$ cat config.mk
export PLATFORM = sky130hd
export DESIGN_NAME = mem_io_responder_flat
export DESIGN_NICKNAME = d
export VERILOG_FILES = /design/src/rtl/mem_io_responder_if.sv /design/src/rtl/mem_io_responder.sv /design/src/flat_wrapper.sv
export SDC_FILE = /design/constraint.sdc
export NUM_CORES = 2
export LEC_CHECK = 0
export CAP_MARGIN = 10
export CORE_UTILIZATION = 63
export DETAILED_ROUTE_END_ITERATION = 8
export PLACE_DENSITY_LB_ADDON = 0.05
export SLEW_MARGIN = 20
export SYNTH_ARGS = -nofsm -noshare
export SYNTH_HDL_FRONTEND = slang
export SYNTH_SLANG_ARGS = --single-unit
$ cat constraint.sdc
create_clock -name clk -period 8.15 [get_ports clk]
set_input_delay 2.445 -clock clk [delete_from_list [all_inputs] [get_ports clk]]
set_output_delay 2.445 -clock clk [all_outputs]
set_load 0.01 [all_outputs]
$ cat src/rtl/mem_io_responder_if.sv
// ============================================================================
// Module : mem_io_responder_if
// Brief  : Processor memory bus (address, write data/enable, read data).
// Rev    : 1.0  initial release
// ============================================================================
`default_nettype none

interface mem_io_responder_if;
   logic [15:0] address;
   logic [15:0] D_out;
   logic        mw_en;
   logic [15:0] D_in;

   modport master (output address, output D_out, output mw_en, input D_in);
   modport slave  (input address, input D_out, input mw_en, output D_in);
endinterface

`default_nettype wire

$ cat src/rtl/mem_io_responder.sv
// ============================================================================
// Module : mem_io_responder
// Brief  : Zero-wait-state RAM plus memory-mapped I/O page (out, switches, timer, status, write counter).
// Rev    : 1.0  initial release
// ============================================================================
`default_nettype none

module mem_io_responder #(
   parameter int RAM_AW = 8
) (
   input  logic                clk,
   input  logic                reset,
   mem_io_responder_if.slave   bus,
   input  logic [7:0]          status,
   input  logic [15:0]         sw_in,
   output logic [15:0]         out_reg,
   output logic                tmr_irq
);

   localparam int          C_RAM_WORDS = 1 << RAM_AW;
   localparam logic [15:0] C_IO_OUT    = 16'hFF00;
   localparam logic [15:0] C_IO_SW     = 16'hFF01;
   localparam logic [15:0] C_IO_TCNT   = 16'hFF02;
   localparam logic [15:0] C_IO_TCMP   = 16'hFF03;
   localparam logic [15:0] C_IO_TFLAG  = 16'hFF04;
   localparam logic [15:0] C_IO_STAT   = 16'hFF05;
   localparam logic [15:0] C_IO_WCNT   = 16'hFF06;

   logic [15:0]       r_ram [C_RAM_WORDS];
   logic [15:0]       r_out;
   logic [15:0]       r_tcnt;
   logic [15:0]       r_tcmp;
   logic              r_tflag;
   logic [15:0]       r_sw_meta;
   logic [15:0]       r_sw_sync;
   logic [7:0]        r_stat;
   logic [15:0]       r_wcnt;

   logic              w_ram_sel;
   logic [RAM_AW-1:0] w_ram_idx;
   logic              w_wr;
   logic              w_match;
   logic [15:0]       w_rd_data;

   assign w_ram_sel = (bus.address[15:RAM_AW] == '0);
   assign w_ram_idx = bus.address[RAM_AW-1:0];
   // Writes are gated by reset so the RAM (which has no reset) cannot be corrupted while reset is held.
   assign w_wr      = bus.mw_en & ~reset;
   assign w_match   = (r_tcnt == r_tcmp);

   always_ff @(posedge clk) begin
      if (w_wr && w_ram_sel) begin
         r_ram[w_ram_idx] <= bus.D_out;
      end
   end

   always_ff @(posedge clk or posedge reset) begin
      if (reset) begin
         r_out     <= 16'h0000;
         r_tcnt    <= 16'h0000;
         r_tcmp    <= 16'hFFFF;
         r_tflag   <= 1'b0;
         r_sw_meta <= 16'h0000;
         r_sw_sync <= 16'h0000;
         r_stat    <= 8'h00;
         r_wcnt    <= 16'h0000;
      end else begin
         r_sw_meta <= sw_in;
         r_sw_sync <= r_sw_meta;
         r_stat    <= status;
         r_tcnt    <= r_tcnt + 16'd1;
         if (w_wr && bus.address == C_IO_OUT) begin
            r_out <= bus.D_out;
         end
         if (w_wr && bus.address == C_IO_TCMP) begin
            r_tcmp <= bus.D_out;
         end
         // A match always wins over a coincident write-1-to-clear.
         if (w_match) begin
            r_tflag <= 1'b1;
         end else if (w_wr && bus.address == C_IO_TFLAG && bus.D_out[0]) begin
            r_tflag <= 1'b0;
         end
         if (w_wr && r_wcnt != 16'hFFFF) begin
            r_wcnt <= r_wcnt + 16'd1;
         end
      end
   end

   always_comb begin
      w_rd_data = 16'h0000;
      if (w_ram_sel) begin
         w_rd_data = r_ram[w_ram_idx];
      end else begin
         case (bus.address)
            C_IO_OUT:   w_rd_data = r_out;
            C_IO_SW:    w_rd_data = r_sw_sync;
            C_IO_TCNT:  w_rd_data = r_tcnt;
            C_IO_TCMP:  w_rd_data = r_tcmp;
            C_IO_TFLAG: w_rd_data = {15'b0, r_tflag};
            C_IO_STAT:  w_rd_data = {8'h00, r_stat};
            C_IO_WCNT:  w_rd_data = r_wcnt;
            default:    w_rd_data = 16'h0000;
         endcase
      end
   end

   assign bus.D_in = w_rd_data;
   assign out_reg  = r_out;
   assign tmr_irq  = r_tflag;

endmodule

`default_nettype wire

$ cat src/flat_wrapper.sv
// flat-port wrapper written by rule: the top's interface ports become plain ports
module mem_io_responder_flat 
#(
   parameter int RAM_AW = 8
)
  (clk, reset, status, sw_in, out_reg, tmr_irq, bus_address, bus_D_out, bus_mw_en, bus_D_in);
  mem_io_responder_if bus_i ();
  input  logic clk;
  input  logic reset;
  input  logic [7:0] status;
  input  logic [15:0] sw_in;
  output logic [15:0] out_reg;
  output logic tmr_irq;
  input wire logic [$bits(bus_i.address)-1:0] bus_address;
  input wire logic [$bits(bus_i.D_out)-1:0] bus_D_out;
  input wire logic [$bits(bus_i.mw_en)-1:0] bus_mw_en;
  output wire logic [$bits(bus_i.D_in)-1:0] bus_D_in;
  assign bus_i.address = bus_address;
  assign bus_i.D_out = bus_D_out;
  assign bus_i.mw_en = bus_mw_en;
  assign bus_D_in = bus_i.D_in;
  mem_io_responder #(.RAM_AW(RAM_AW)) u_core (.clk(clk), .reset(reset), .bus(bus_i), .status(status), .sw_in(sw_in), .out_reg(out_reg), .tmr_irq(tmr_irq));
endmodule
=== Word level (Yosys, flattened, before mapping) ===
Memory sizes are Yosys's and may differ from the RTL's.
Cells that the tools add are included.

* $add $sub $neg: 2
* Multiply operators: 0
* Div/mod/pow operators: 0
* Magnitude comparators: 0
* Equal/unequal tests: 9
* Shifts and indexed selects: 0
* Mux-type cells: 6
* Bitwise logic cells: 2
* Reduce and logical (&&, ||, !) cells: 8

{| class="wikitable"
|+ Operators by type and width
! operator !! number
|-
| $eq A16 B16 Y1 const B || 7
|-
| $pmux W16 S7 || 1
|-
| $add A16 B1 Y16 const B || 2
|-
| $eq A16 B16 Y1 || 1
|-
| $mux W16 || 1
|-
| $ne A16 B16 Y1 const B || 1
|-
| $logic_not A8 Y1 || 1
|-
| $logic_and A1 B1 Y1 || 6
|-
| $mux W1 || 4
|-
| $reduce_bool A2 Y1 || 1
|-
| $and A1 B1 Y1 || 1
|-
| $not A1 Y1 || 1
|}

* Flip-flop bits (word level): 105
* Latch bits: 0
* Memory bits (writable): 4096
* Bits in read-only memories: 0
* Input bits: 59
* Output and inout bits: 33
* Logic and storage cells: 36
* Memories: 1

{| class="wikitable"
|+ Memories
! name !! words !! width !! rd ports !! clocked after memory_dff !! wr ports !! RTL line !! text
|-
| u_core.r_ram || 256 || 16 || 1 || 0 || 1 || mem_io_responder.sv:29 || <nowiki>logic [15:0] r_ram [C_RAM_WORDS];</nowiki>
|}

=== Logic depth before layout (Yosys ltp) ===
* Word-level depth: 6
* Depth in mapped cells: 12
* Mapped depth without buffers: 7

=== Least setup slack after synthesis ===
OpenSTA, ideal clock, no wires.

* Path type: input to output
* From: input bus_address[0]
* To: output bus_D_in[13]
* Arrival time: 4.859 ns
* Required time: 5.705 ns
* Path slack: 0.846 ns
* Stages: 9
* Buffers on the path: 4
* Cell sequence: buf_2 buf_2 buf_2 buf_2 mux4_2 a221oi_1 a31oi_1 a2111oi_0 o221ai_1

* Cells in the longest elaborated chain, start to end: 3
* Elaborated cells between the ends (all ways): 10
* Classes of those cells: 7 x eq/ne; 2 x mux; 1 x memory

{| class="wikitable"
|+ RTL lines
! what !! RTL line !! text
|-
| start: declaration || flat_wrapper.sv:14 || <nowiki>input wire logic [$bits(bus_i.address)-1:0] bus_address;</nowiki>
|-
| branches (longest 2 deep; another with $mem_v2 Z256 W16) || n/a ||
|-
| $mux W16 * || mem_io_responder.sv:92 || <nowiki>if (w_ram_sel) begin</nowiki>
|-
| end: declaration || flat_wrapper.sv:17 || <nowiki>output wire logic [$bits(bus_i.D_in)-1:0] bus_D_in;</nowiki>
|}

Mark *: on every way between the ends.

=== Final worst setup path ===
* From: input bus_address[5]
* To: output bus_D_in[13]

The elaborated chain is that of the path after synthesis.

==> reports/metrics.cfg <==
[worst_setup_path]
worst-setup-path-type = primary input to primary output
path_buf_inv = 9
worst_setup_path_start_kind = primary input
worst_ep_required_time_ns = 5.71
worstPathArrival_ns = 5.77
critPathMostFrequentCell = sky130_fd_sc_hd__buf_4
cp-end-kind = primary output
crit_path_max_incr_delay_ns = 0.53
worstPathMaxFanout = 11
timing.critical_path.max_delay_family = buffers and inverters
worst_path_cell_trace = buf_2 -> buf_4 -> buf_4 -> nor4bb_4 -> buf_12 -> o21ai_0 -> a21oi_1 -> buf_4 -> nor2_1 -> o2111ai_1 -> buf_4 -> nor3_2 -> buf_4 -> o221ai_4 -> buf_4 -> clkdlybuf4s50_1
timing.critical_path.slowest_stage_cell = sky130_fd_sc_hd__clkdlybuf4s50_1

[grt]
antenna_found_initial = 19
grt_max_degree = 193
grt_pass1_wl_um = 630000
grt_util_all_layers_pct = 35.2
grt.overflow.total = 0
number_of_global_route_vias_before_repair = 84500

[yosys]
syn-instance-count = 7573
async_reset_ff_share_pct = 2.50
ys_top_cells_by_count = 4096 x sky130_fd_sc_hd__edfxtp_1, 852 x sky130_fd_sc_hd__mux4_2, 346 x sky130_fd_sc_hd__mux2i_1, 341 x sky130_fd_sc_hd__nor2_1, 291 x sky130_fd_sc_hd__a22oi_1
area_share_of_the_largest_cell_type_after_synthesis_pct = 76.3
netlist-cell-type-count = 76
synth_edf_count = 4096
synth_top_family_by_area = multiplexers
yosys_warnings = 0
syn_nets = 7634
post_synth_mux_area_share_pct = 14.7
synth-xor-area-share_pct = 0.245
yosys.area_share.adder_pct = 0.0155
netlist_top_cells_area = sky130_fd_sc_hd__edfxtp_1 76%, sky130_fd_sc_hd__mux4_2 12%, sky130_fd_sc_hd__mux2i_1 2.1%, sky130_fd_sc_hd__dfrtp_1 1.4%, sky130_fd_sc_hd__a22oi_1 1.4%
ys_seq_elements = 4201
synth_area_per_cell_um2 = 21.3
synth_most_common_cell = sky130_fd_sc_hd__edfxtp_1
post-synth-top-area-cell = sky130_fd_sc_hd__edfxtp_1
synth-compound-area-share_pct = 3.56
synth_seq_area_share_pct = 78.0
synth-simple-area-share_pct = 2.25
synthesis.area_um2 = 161000
postSynth.topFlopCell = sky130_fd_sc_hd__edfxtp_1

[clocking]
cts_sinks = 4201
cts_root_buf = sky130_fd_sc_hd__clkbuf_16
cts.clk_slew.worst_paths_ns = 0.06
maximum_level_of_the_cts_h_tree = 5
clock_insertion_delay_worst_skew_ns = 1.00
tritoncts = built
cts_hold_repair.buffers = 0
clock_path_buffers = 4
cts_buffers = 422

[placement]
gp_congestion = 0.915
place_worst_setup_slack_ns = -1.05
dp.final_hpwl_um = 280000
place.port_buffers = 91

[layout]
design.final.nets = 8895
layout-drive-gt1-share_pct = 31.2
multi_input_area_um2 = 34200
synthToLayoutAreaGrowth_pct = 17.4
storage_element_area_um2 = 126000
top_register = u_core.r_ram
postLayoutCoreUtil_pct = 74.4
largest_reg_flops = 4096
layout.filler_cells = 14300

[die]
die_area_um2 = 258000
die_h_um = 508
design.portCount = 92
dieWidth_um = 508
initial_cell_density_of_the_core_pct = 63.4
placement_rows = 185
design.core.area_um2 = 254000

[timing]
period_needed_ns = 8.22
setup_viol = 3
timing_hold_violations_final = 0
slew_viol_final = 0
post-route-worst-setup-slack_ns = -0.0696
share_of_the_clock_period_used_by_the_worst_path_pct = 101
maxClockFrequency_mhz = 122
unrepaired_setup_endpoints_after_global_routing = true
tns_ns = -0.0909
tightest_slew_ns = 1.34
worst_slew_margin_rel_pct = 10.9
clock-skew-final_ns = 0.0131

[outcome]
run_status = complete, but fails checks
failed_checks = negative setup slack

[detailed_routing]
drtIter0Drc = 12500
routedWlPerCell_um = 35.9
wl_um = 449000
route.vias.total = 86300
detailedRoute.firstPassIterationCount = 6
route.detailed.drc = 0
drtAntennaViolNets = 0
detail_route.vias_per_cell = 6.89

[run]
max_cap_violations = 0

[power]
cell_leakage_power_uw = 0.0625
max-vdd-ir-drop_mv = 0.212
powerDensity_nw_per_um2 = 237

[hold_path]
min-delay-path-class = register to register

## per-layer routing
layer  part of all wire, %  track usage [%]  wire length [um]  vias up
li1                      -                -                 -    34400
met1                    37             49.7            166000    45500
met2                    47             54.1            213000     5501
met3                    11             7.58             49400      886
met4                   4.6             14.8             20800       14
met5                 0.023                0               105        -
## power breakdown
group,switching [uW],internal [uW],leakage [uW]
clock network,7910,10800,0.00643
registers,25.6,23700,0.0381
logic,1420,921,0.0180
total,9360,35500,0.0625
## repair_timing
action / CTS / global route
endpoints found under the setup margin: 16 / 10
buffers inserted: 30 / 19
cloned: 8 / 2
pin swaps: 25 / 17
gates resized for setup: 145 / 33
## layout make-up
type                    instances  share of cell area (%)
diodes                         13                  0.0172
clock buffers                 517                    5.83
clock inverters               222                    1.13
inverters                       8                  0.0212
multi-input cells            2925                    18.1
flip-flops and latches       4201                    66.4
well taps                    3366                    2.23
repair buffers               1276                    6.27
## logic make-up (layout without fill, tap and decap cells)
family	count (synthesis)	in the layout
compound gates	794	794
mux	1284	1284
xor+xnor	45	45
buf+inv	447	2023
flops	4201	4201
simple gates	800	800
fa+ha+maj	2	2
other cells	0	13
## through the flow
step	instances	area (um^2)	power, uW	hold slack [ns]
after floorplan	7573	161000	25200	0.331
after global placement	11700	174000	26400	0.335
after detailed placement	11700	174000	26400	0.337
after CTS	12500	189000	44900	0.341
after global routing	12500	189000	45800	0.355
final	12500	189000	44800	0.341
## cell usage in the layout (no fill, tap or decap), types with 40 or more instances in the layout
cell and n:
sky130_fd_sc_hd__o221ai_1 53, sky130_fd_sc_hd__dfrtp_1 89, sky130_fd_sc_hd__clkbuf_16 427, sky130_fd_sc_hd__mux2i_1 343
sky130_fd_sc_hd__buf_4 1026, sky130_fd_sc_hd__buf_12 111, sky130_fd_sc_hd__mux2_2 76, sky130_fd_sc_hd__clkinv_2 64
sky130_fd_sc_hd__nand4_1 49, sky130_fd_sc_hd__o21ai_0 42, sky130_fd_sc_hd__clkinv_1 97, sky130_fd_sc_hd__nand3_1 61
sky130_fd_sc_hd__nand2_1 186, sky130_fd_sc_hd__bufinv_16 40, sky130_fd_sc_hd__nor2_1 320, sky130_fd_sc_hd__a22oi_1 280
sky130_fd_sc_hd__a21oi_1 133, sky130_fd_sc_hd__clkdlybuf4s50_1 52, sky130_fd_sc_hd__edfxtp_1 4096, sky130_fd_sc_hd__mux4_2 852
sky130_fd_sc_hd__clkbuf_1 87
## worst register-to-register path: stages (launching register included)
cell                      delay, ns
sky130_fd_sc_hd__dfrtp_1       0.47
sky130_fd_sc_hd__and4_1        0.30
sky130_fd_sc_hd__nand4_1       0.17
sky130_fd_sc_hd__o31a_1        0.26
sky130_fd_sc_hd__nand2_1       0.12
sky130_fd_sc_hd__nor2_1        0.34
sky130_fd_sc_hd__nand4_1       0.18
sky130_fd_sc_hd__xnor2_1       0.15
## path summary, 6_finish.rpt
path / from / to / slack [ns] / depth (start not counted)
setup / recovery: bus_address[5] / bus_D_in[13] / -0.07 / 16
hold / removal: u_core.r_sw_meta[8] / u_core.r_sw_sync[8] / 0.34 / 0
setup reg to reg: u_core.r_wcnt[7] / u_core.r_wcnt[14] / 6.04 / 7
hold reg to reg: u_core.r_sw_meta[8] / u_core.r_sw_sync[8] / 0.34 / 0
max in group asynchronous: reset / u_core.r_sw_meta[3] / 5.00 / 3
min in group asynchronous: reset / u_core.r_sw_meta[12] / 1.84 / 2
(Power assumes the default switching activity.)
